## src/rtl/frac_pixel_sched_if.sv

```systemverilog
// Engine command/result and pixel-stream bundle for frac_pixel_sched.
// master = scheduler side, slave = engine / frame-buffer side.
interface frac_pixel_sched_if #(
  parameter int N  = 32,
  parameter int XW = 10,
  parameter int YW = 9
) ();
  logic [N-1:0]  eng_cx;
  logic [N-1:0]  eng_cy;
  logic [15:0]   eng_max_iter;
  logic          eng_go;
  logic          eng_busy;
  logic          eng_done_tick;
  logic          eng_found;
  logic          pix_valid;
  logic          pix_ready;
  logic [XW-1:0] pix_x;
  logic [YW-1:0] pix_y;
  logic          pix_found;

  modport master (
    output eng_cx, eng_cy, eng_max_iter, eng_go,
    input  eng_busy, eng_done_tick, eng_found,
    output pix_valid, pix_x, pix_y, pix_found,
    input  pix_ready
  );

  modport slave (
    input  eng_cx, eng_cy, eng_max_iter, eng_go,
    output eng_busy, eng_done_tick, eng_found,
    input  pix_valid, pix_x, pix_y, pix_found,
    output pix_ready
  );
endinterface

```

## src/rtl/frac_pixel_sched.sv

```systemverilog
// Raster-order frame scheduler for one escape-time engine.
// Walks the grid by repeated addition and streams one found flag per pixel.
module frac_pixel_sched #(
  parameter int N    = 32,
  parameter int HRES = 640,
  parameter int VRES = 480,
  parameter int XW   = 10,
  parameter int YW   = 9
) (
  input  logic         frac_clk,
  input  logic         frac_rst,
  input  logic         start,
  input  logic         abort,
  input  logic [N-1:0] cfg_cx0,
  input  logic [N-1:0] cfg_cy0,
  input  logic [N-1:0] cfg_dx,
  input  logic [N-1:0] cfg_dy,
  input  logic [15:0]  cfg_max_iter,
  output logic         busy,
  output logic         frame_done_tick,
  frac_pixel_sched_if.master bus
);

  typedef enum logic [2:0] {
    S_IDLE, S_ISSUE, S_WAIT, S_EMIT, S_DONE, S_DRAIN
  } state_t;

  localparam logic [XW-1:0] X_LAST = XW'(HRES - 1);
  localparam logic [YW-1:0] Y_LAST = YW'(VRES - 1);

  state_t        state_q, state_d;
  logic [XW-1:0] x_q, px_q;
  logic [YW-1:0] y_q, py_q;
  logic [N-1:0]  cx_q, cy_q;
  logic [N-1:0]  cx0_q, dx_q, dy_q;
  logic [15:0]   mi_q;
  logic          pf_q;
  logic          row_end, last;

  assign row_end = (x_q == X_LAST);
  assign last    = row_end && (y_q == Y_LAST);

  always_ff @(posedge frac_clk or posedge frac_rst) begin
    if (frac_rst) state_q <= S_IDLE;
    else          state_q <= state_d;
  end

  always_comb begin
    state_d = state_q;
    unique case (state_q)
      S_IDLE:  if (start && !abort) state_d = S_ISSUE;
      S_ISSUE: if (abort) state_d = S_IDLE;
               else if (!bus.eng_busy) state_d = S_WAIT;
      S_WAIT:  if (abort) state_d = S_DRAIN;
               else if (bus.eng_done_tick) state_d = S_EMIT;
      S_EMIT:  if (abort) state_d = S_IDLE;
               else if (bus.pix_ready)
                 state_d = last ? S_DONE : S_ISSUE;
      S_DONE:  state_d = S_IDLE;
      S_DRAIN: if (bus.eng_done_tick) state_d = S_IDLE;
      default: state_d = S_IDLE;
    endcase
  end

  // abort wins over a same-cycle go so a killed frame never starts the engine
  always_comb begin
    bus.eng_go      = (state_q == S_ISSUE) && !bus.eng_busy && !abort;
    bus.pix_valid   = (state_q == S_EMIT);
    busy            = (state_q != S_IDLE);
    frame_done_tick = (state_q == S_DONE);
  end

  always_ff @(posedge frac_clk or posedge frac_rst) begin
    if (frac_rst) begin
      x_q   <= '0;
      y_q   <= '0;
      cx_q  <= '0;
      cy_q  <= '0;
      cx0_q <= '0;
      dx_q  <= '0;
      dy_q  <= '0;
      mi_q  <= '0;
      px_q  <= '0;
      py_q  <= '0;
      pf_q  <= 1'b0;
    end else begin
      if (state_q == S_IDLE && start && !abort) begin
        cx0_q <= cfg_cx0;
        dx_q  <= cfg_dx;
        dy_q  <= cfg_dy;
        mi_q  <= cfg_max_iter;
        cx_q  <= cfg_cx0;
        cy_q  <= cfg_cy0;
        x_q   <= '0;
        y_q   <= '0;
      end
      if (state_q == S_WAIT && bus.eng_done_tick && !abort) begin
        px_q <= x_q;
        py_q <= y_q;
        pf_q <= bus.eng_found;
      end
      if (state_q == S_EMIT && bus.pix_ready && !abort && !last) begin
        if (row_end) begin
          x_q  <= '0;
          cx_q <= cx0_q;
          y_q  <= y_q + 1'b1;
          cy_q <= cy_q + dy_q;
        end else begin
          x_q  <= x_q + 1'b1;
          cx_q <= cx_q + dx_q;
        end
      end
    end
  end

  assign bus.eng_cx       = cx_q;
  assign bus.eng_cy       = cy_q;
  assign bus.eng_max_iter = mi_q;
  assign bus.pix_x        = px_q;
  assign bus.pix_y        = py_q;
  assign bus.pix_found    = pf_q;

endmodule

```

## src/flat_wrapper.sv

```systemverilog
// flat-port wrapper written by rule: the top's interface ports become plain ports
module frac_pixel_sched_flat 
#(
  parameter int N    = 32,
  parameter int HRES = 640,
  parameter int VRES = 480,
  parameter int XW   = 10,
  parameter int YW   = 9
)
  (frac_clk, frac_rst, start, abort, cfg_cx0, cfg_cy0, cfg_dx, cfg_dy, cfg_max_iter, busy, frame_done_tick, bus_eng_cx, bus_eng_cy, bus_eng_max_iter, bus_eng_go, bus_eng_busy, bus_eng_done_tick, bus_eng_found, bus_pix_valid, bus_pix_x, bus_pix_y, bus_pix_found, bus_pix_ready);
  frac_pixel_sched_if #(.N(N), .XW(XW), .YW(YW)) bus_i ();
  input  logic frac_clk;
  input  logic frac_rst;
  input  logic start;
  input  logic abort;
  input  logic [N-1:0] cfg_cx0;
  input  logic [N-1:0] cfg_cy0;
  input  logic [N-1:0] cfg_dx;
  input  logic [N-1:0] cfg_dy;
  input  logic [15:0] cfg_max_iter;
  output logic busy;
  output logic frame_done_tick;
  output wire logic [$bits(bus_i.eng_cx)-1:0] bus_eng_cx;
  output wire logic [$bits(bus_i.eng_cy)-1:0] bus_eng_cy;
  output wire logic [$bits(bus_i.eng_max_iter)-1:0] bus_eng_max_iter;
  output wire logic [$bits(bus_i.eng_go)-1:0] bus_eng_go;
  input wire logic [$bits(bus_i.eng_busy)-1:0] bus_eng_busy;
  input wire logic [$bits(bus_i.eng_done_tick)-1:0] bus_eng_done_tick;
  input wire logic [$bits(bus_i.eng_found)-1:0] bus_eng_found;
  output wire logic [$bits(bus_i.pix_valid)-1:0] bus_pix_valid;
  output wire logic [$bits(bus_i.pix_x)-1:0] bus_pix_x;
  output wire logic [$bits(bus_i.pix_y)-1:0] bus_pix_y;
  output wire logic [$bits(bus_i.pix_found)-1:0] bus_pix_found;
  input wire logic [$bits(bus_i.pix_ready)-1:0] bus_pix_ready;
  assign bus_eng_cx = bus_i.eng_cx;
  assign bus_eng_cy = bus_i.eng_cy;
  assign bus_eng_max_iter = bus_i.eng_max_iter;
  assign bus_eng_go = bus_i.eng_go;
  assign bus_i.eng_busy = bus_eng_busy;
  assign bus_i.eng_done_tick = bus_eng_done_tick;
  assign bus_i.eng_found = bus_eng_found;
  assign bus_pix_valid = bus_i.pix_valid;
  assign bus_pix_x = bus_i.pix_x;
  assign bus_pix_y = bus_i.pix_y;
  assign bus_pix_found = bus_i.pix_found;
  assign bus_i.pix_ready = bus_pix_ready;
  frac_pixel_sched #(.N(N), .HRES(HRES), .VRES(VRES), .XW(XW), .YW(YW)) u_core (.frac_clk(frac_clk), .frac_rst(frac_rst), .start(start), .abort(abort), .cfg_cx0(cfg_cx0), .cfg_cy0(cfg_cy0), .cfg_dx(cfg_dx), .cfg_dy(cfg_dy), .cfg_max_iter(cfg_max_iter), .busy(busy), .frame_done_tick(frame_done_tick), .bus(bus_i));
endmodule
```

## config.mk

```make
export PLATFORM = sky130hd
export DESIGN_NAME = frac_pixel_sched_flat
export DESIGN_NICKNAME = d
export VERILOG_FILES = /design/src/rtl/frac_pixel_sched_if.sv /design/src/rtl/frac_pixel_sched.sv /design/src/flat_wrapper.sv
export SDC_FILE = /design/constraint.sdc
export NUM_CORES = 1
export LEC_CHECK = 0
export CORE_MARGIN = 5
export CORE_UTILIZATION = 30
export DETAILED_ROUTE_END_ITERATION = 7
export PLACE_DENSITY_LB_ADDON = 0.3
export RECOVER_POWER = 100
export SLEW_MARGIN = 0
export SYNTH_ARGS = -nofsm -noshare
export SYNTH_HDL_FRONTEND = slang
export SYNTH_SLANG_ARGS = --single-unit
```

## constraint.sdc

```tcl
create_clock -name frac_clk -period 9.38 [get_ports frac_clk]
set_input_delay 0.938 -clock frac_clk [delete_from_list [all_inputs] [get_ports frac_clk]]
set_output_delay 0.938 -clock frac_clk [all_outputs]
set_load 0.02 [all_outputs]
```

==> results of run 1 <==
power by group through the flow:
| stage | Sequential, mW | Clock (mW) | Combinational [mW] |
|---|---|---|---|
| finish | 1.60 | 1.09 | 2.95 |
| global route | 1.65 | 1.16 | 3.30 |
| CTS | 1.61 | 1.13 | 3.04 |
| detailed placement | 1.62 | 0 | 3.02 |
| global placement | 1.62 | 0 | 2.98 |
| floorplan | 1.71 | 0 | 1.94 |
registers in the layout, summed over array words and instances, names as in the netlist:
register,count
u_core.bus.pix_x,10
u_core.y_q,9
u_core.bus.eng_cx,32
u_core.bus.eng_cy,32
u_core.bus.pix_y,9
u_core.bus.pix_found,1
u_core.dy_q,32
u_core.x_q,10
u_core.cx0_q,32
u_core.bus.eng_max_iter,16
u_core.dx_q,32
u_core.state_q,3
area by class of cell:
cell class	instances	area (um^2)	area share, %
antenna	3	7.51	0.0463
multi-input combinational	1106	6470	39.9
clock inverter	17	200	1.24
sequential	218	5460	33.7
inverter	13	50.0	0.309
timing repair buffer	268	2630	16.2
clock buffer	33	728	4.49
tap	532	666	4.11
final timing paths:
path / startpoint / to / slack, ns / cells past startpoint
max in group asynchronous: frac_rst / u_core.dy_q[0] / 5.19 / 3
min in group asynchronous: frac_rst / u_core.bus.pix_y[0] / 1.98 / 2
hold reg to reg: u_core.bus.eng_max_iter[9] / u_core.bus.eng_max_iter[9] / 0.47 / 2
hold / removal: u_core.bus.eng_max_iter[9] / u_core.bus.eng_max_iter[9] / 0.47 / 2
setup / recovery: abort / u_core.bus.eng_cx[25] / 3.53 / 9
setup reg to reg: u_core.state_q[0] / u_core.bus.eng_cx[25] / 3.81 / 8
cell usage in the layout (no fill, tap or decap), drive strengths merged, types with 6 or more instances in the layout:
cell type	instances
a22oi	21
nor2b	9
a31oi	16
nand2	427
o221ai	12
clkbuf	39
mux2i	8
inv	13
o22ai	9
o21ai	76
xor2	34
a21oi	95
o211ai	7
a221oi	6
nor2	62
clkdlybuf4s50	149
ha	64
nand4	20
dfrtp	218
nand2b	9
and3	19
xnor2	23
a21o	47
nand3	24
mux2	20
buf	7
dlygate4sd3	106
nor3	12
o21bai	10
clkinv	9
tightest hold or removal path: stages (launching register included):
cell and delay (ns):
dfrtp_1 0.33, nand2_1 0.05, nand2_1 0.05
cells by family after synthesis:
group	after synthesis	share of synthesized area [%]
adders and majority gates	66	6.85
xor gates and xnor gates	57	4.07
and+or+nand+nor	608	20.8
DFF	218	44.4
muxes	28	2.49
AOI/OAI and AO/OA	347	18.4
buffers and inverters	91	2.92
routing by layer:
layer  vias to the layer above  GRT usage [%]  wire length (um)
li1                       5390              -                 -
met1                      5361           21.9             17000
met2                       273           26.7             17700
met3                        67           3.75              2330
met4                         4           4.46               866
met5                         -              0                27
per-stage QoR:
stage	setup slack (ns)	utilization, %	instances
detailed placement	5.44	37.7	2137
global route	3.02	39.9	2189
global placement	5.54	37.7	2137
finish	3.53	39.9	2190
floorplan	2.48	-	1415
CTS	5.95	40.0	2187
==> metrics.md, run 1 <==
| Metric | Value |
|---|---|
| Status | finished, violations left |
| Violated checks | capacitance limit, slew limit |
| Starting Density | 30.2% |
| Core box area | 40600 um^2 |
| Die height | 212 um |
| Slowest CP cell | clkbuf_1 |
| Req. time, crit path | slightly below 10 ns |
| Gr ovfl total | 0 |
| Total CTS buffers | 27 |
| Overall die area | 45100 um^2 |
| Number of synthesis warnings | 0 |
| Wire length per cell | between 15 and 20 um |
| Final WL | about 38000 um |
| Worst Path Arrival | around 6.3 ns |
| Final setup viols | 0 |
| # hold bufs at CTS | 0 |
| Sw Pwr | between 2 and 2.5 mW |
| Most frequent CP cell | clkbuf_1 |
| Longest Clk Path Bufs | 3 |
| Area of the mapped netlist | roughly 12000 um^2 |
| Sequential Power Share | between 20 and 30% |
| Post-DP HPWL | roughly 27000 um |
| Power share of the combinational group | 52.3% |
| Period utilisation layout | roughly 62% |
| F_max | ~170 MHz |
| Total GRT Usage | approximately 16% |
| GP Congestion | roughly 0.85 |
| Clock root buffer | clkbuf_16 |
| DRT iter0 DRCs | between 500 and 600 |
| Die width | approximately 210 um |
| Max FO, Critical Path | 77 |
| Layout cells sized above 1 | under 10% |
| Clock-pin slew of the registers on the worst-case setup and hold paths | roughly 0.06 ns |
| DP Area | roughly 15000 um^2 |
| Vias in the first global route | 11200 |
| Tmin final | ~5.8 ns |
| First-pass iteration count of the detailed router | 4 |
| Post-layout total power | about 5.6 mW |
| CTS tree | built |
| WS Path Type | primary input to register |
| Pwr per Cell Area | around 350 nW/um^2 |
| FFs w/ async S/R, synth | 100% |
| Buf/Inv on CP | 3 |
| Max Clock Skew | ~0.015 ns |
| HP Class | register to register |
| CTS HTree Levels | 1 |
| Port bufs | 255 |
| MaxCap Viol Count | 6 |
| Number of fill cells in the layout | 4060 |
| Post-synth top cells | nand2_1, dfrtp_1, a21oi_1 |
| Top FF cell, synth | dfrtp_1 |
| Internal | 3.20 mW |
| Switching share of power | a little over two fifths |
| CP delay by family, top | buffers and inverters |
| Slew Limit Headroom | -158% |
| Synth Register Bits | approximately 220 |
| Clock power share | approximately 19% |
| CP peak stage delay | approximately 2.6 ns |
| Cell taking the most area after synthesis | dfrtp_1 |
| Post-CTS Setup Bufs | 0 |
| EDFF count, synth | 0 |
| Critical-path cell list | dlygate4sd3_1 -> nor2b_1 -> and2_4 -> clkbuf_1 -> nor2_2 -> clkbuf_1 -> a21oi_1 -> a31o_2 -> nor3_1 |
| Synthesis-to-finish area growth | 32.0% |
| Hold_ws | approximately 0.47 ns |
| Worst slew pin tran | 3.85 ns |
| Vias per cell | 5.07 |
| RSZ-0062 raised after global routing | no |
| CP startpoint kind | primary input |
| DRC Markers | 0 |
| Remaining antenna violation count | 0 |
| I/O pins | between 200 and 300 |
| Clk Latency, worst-skew pair | 0.55 ns |
| First-pass GRT wire length | roughly 60000 um |
| Syn Inst Count | ~1400 |
| Net Count, Synth | 1633 |
| Yosys top cell area share | between 40% and 50% |
| Sink Count | 218 |
| Synth top area cells | dfrtp_1, nand2_1, ha_1 |
| Worst vdd ir | ~0.16 mV |
| Yosys cell types | just under 70 |
| Final hold vios | 0 |
| Initial antenna violation count | 4 |
| Finished Cell Area | 16200 um^2 |
| Top-count cell post-synth | nand2_1 |
| Setup TNS Final | 0 ns |
| Vias post-DR | 11100 |
| Largest net degree at the start of global routing | 85 |
| Crit. End Element | register |
| Cell leakage power | between 7 and 8 nW |
| Sequential share of the synthesized area | between 40% and 50% |
| Row count | 74 |
| PostCTS Resize Cnt | 0 |
| NumNets Final | approximately 1900 |
| Slew Viols, Final | between 300 and 400 |
| Mean Syn Cell Area | a little under 9 um^2 |
(Power assumes the default switching activity.)
==> run 2, diff against run 1 <==
==> constraint.sdc (replaced) <==
create_clock -name frac_clk -period 5.55 [get_ports frac_clk]
set_input_delay 0.555 -clock frac_clk [delete_from_list [all_inputs] [get_ports frac_clk]]
set_output_delay 0.555 -clock frac_clk [all_outputs]
set_load 0.02 [all_outputs]
==> metrics.md, run 2 (same netlist as run 1, synthesis figures left out) <==
| Metric | Value |
|---|---|
| WS Path Type | register to register |
| Post-layout total power | 9.55 mW (+69%) |
| R2r setup slk | 1.24 ns (-2.57 ns) |
| Total GRT Usage | 16.4% (+0.069 points) |
| Port bufs | 255 (unchanged) |
| Slowest CP cell | or2_0 |
| F_max | between 200 and 250 MHz |
| PostCTS Resize Cnt | 0 (unchanged) |
| Post-DP HPWL | 27200 um (+1.0%) |
| Vias in the first global route | 11300 (+0.62%) |
| DRC Markers | 0 (unchanged) |
| Critical-path cell list | ha_1 -> and3_1 -> and3_1 -> nand4_1 -> nor3_1 -> or2_0 -> clkbuf_1 -> a221oi_1 -> a21o_1 |
| Sink Count | 218 (unchanged) |
| CP peak stage delay | 1.07 ns (-1.56 ns) |
| Tmin final | 4.31 ns |
| Die width | 212 um (unchanged) |
| Clock-pin slew of the registers on the worst-case setup and hold paths | 0.06 ns (about the same) |
| Clk Latency, worst-skew pair | 0.55 ns (about the same) |
| Pwr per Cell Area | 588 nW/um^2 (+69%) |
| Slew Viols, Final | 213 (-32%) |
| CTS tree | built |
| Multi-input gate area | 6470 um^2 (about the same) |
| Period utilisation layout | between 70% and 80% |
| Most frequent cells in the layout | nand2_1, dfrtp_1, clkdlybuf4s50_1 |
| Starting Density | 30.2% (unchanged) |
| R2R Path Start | u_core.x_q[0] |
| Clock root buffer | clkbuf_16 |
| Status | finished, violations left |
| Min-delay src | u_core.bus.eng_max_iter[4] |
| Commonest non-fill, non-tap cell in the layout | nand2_1 |
| Final setup viols | 0 (unchanged) |
| Final WL | 38000 um (+0.40%) |
| Gr ovfl total | 0 (unchanged) |
| Worst slew pin tran | 1.99 ns (-1.86 ns) |
| RSZ-0062 raised after global routing | no |
| CP startpoint kind | register |
| Largest net degree at the start of global routing | 119 (+40%) |
| Wire length per cell | 17.3 um (+0.36%) |
| Longest Clk Path Bufs | 3 (unchanged) |
| Placement Setup Slack | 1.73 ns (-3.72 ns) |
| Worst hold stages | 2 (unchanged) |
| Finished Cell Area | 16200 um^2 (+0.26%) |
| Max Clock Skew | 0.0103 ns (-0.00424 ns) |
| Layout cells sized above 1 | 5.49% (+0.11 points) |
| Die height | 212 um (unchanged) |
| Core box area | 40600 um^2 (unchanged) |
| Final hold vios | 0 (unchanged) |
| Slew Limit Headroom | -32.4% (+130 points) |
| Violated checks | capacitance limit, slew limit |
| MaxCap Viol Count | 4 (-2) |
| Hold_ws | 0.469 ns (+0.00219 ns) |
| Vias per cell | 5.06 (-0.16%) |
| NumNets Final | 1855 (+0.16%) |
| Post-CTS Setup Bufs | 0 (unchanged) |
| First-pass GRT wire length | 60700 um (+0.86%) |
| Crit. End Element | register |
| Buf/Inv on CP | 1 (-2) |
| Most frequent CP cell | and3_1 |
| Setup TNS Final | 0 ns (unchanged) |
| Antenna diodes | 0 (-3) |
| Sequential Area | 5460 um^2 (unchanged) |
| Worst vdd ir | 0.351 mV (+120%) |
| First-pass iteration count of the detailed router | 5 (+1) |
| Total CTS buffers | 28 (+3.7%) |
| Req. time, crit path | 5.99 ns (-3.81 ns) |
| I/O pins | 256 (unchanged) |
| CP delay by family, top | simple AND/OR/NAND/NOR gates |
| Synthesis-to-finish area growth | 32.4% |
| Number of fill cells in the layout | 4072 (+0.30%) |
| Vias post-DR | 11100 (-0.12%) |
| Worst r2r dst | u_core.bus.eng_cx[9] |
| Remaining antenna violation count | 0 (unchanged) |
| Overall die area | 45100 um^2 (unchanged) |
| GP Congestion | 0.845 (-0.58%) |
| Initial antenna violation count | 3 (-1) |
| Row count | 74 (unchanged) |
| DP Area | 15400 um^2 (+0.38%) |
| # hold bufs at CTS | 0 (unchanged) |
| Setup ws final | 1.24 ns (-2.29 ns) |
| HP Class | register to register |
| CTS HTree Levels | 1 (unchanged) |
| Max FO, Critical Path | 17 (-78%) |
| Hold EP | u_core.bus.eng_max_iter[4] |
| Cell count of the worst reg-to-reg path | 9 (+1) |
| Cell leakage power | 7.97 nW (+0.31%) |
| DRT iter0 DRCs | 621 (+9.9%) |
| Worst Path Arrival | 4.75 ns (-1.52 ns) |
## run 2: cell type report
class                           instances  area share, %
Multi-Input combinational cell       1106           39.8
Sequential cell                       218           33.6
Timing Repair Buffer                  270           16.4
Clock buffer                           38           4.98
Tap cell                              532           4.10
Clock inverter                         14          0.832
Inverter                               13          0.308
## run 2: layer usage
metal	wire length [um]	vias to the layer above	share of wire, %	GRT usage (%)
met5	34	-	0.089	0
met3	2700	60	7.1	4.10
met1	16700	5323	44	21.9
met4	821	6	2.2	3.58
met2	17700	295	47	27.1
li1	-	5398	-	-
## run 2: where the power goes
part | switching [mW] | internal [mW] | total [mW]
registers | 0.517 | 2.20 | 2.72
logic | 2.89 | 2.09 | 4.99
clock network | 0.732 | 1.11 | 1.85
total | 4.14 | 5.41 | 9.55
## run 2: tightest hold or removal path, cell delays in order, from the launching register on
cell and delay (ns):
dfrtp_1 0.33, nand2_1 0.05, nand2_1 0.06
## run 2: how the worst max path moves through the flow
| stage | end | from | slack [ns] | cells past startpoint |
|---|---|---|---|---|
| finish | u_core.bus.eng_cx[9] | u_core.x_q[0] | 1.24 | 9 |
| global route | u_core.x_q[3] | u_core.x_q[0] | 0.77 | 11 |
| CTS | u_core.x_q[3] | u_core.x_q[0] | 1.70 | 11 |
| detailed placement | u_core.x_q[5] | u_core.x_q[0] | 1.73 | 11 |
| global placement | u_core.x_q[7] | u_core.x_q[0] | 1.89 | 11 |
| floorplan | u_core.bus.eng_cx[0] | frac_rst | 2.15 | 1 |
## run 2: stage by stage
stage	utilization, %	instances
final	40.0	2191
after global routing	40.0	2191
after CTS	40.1	2191
after detailed placement	37.8	2139
after global placement	37.8	2139
after floorplan	-	1415
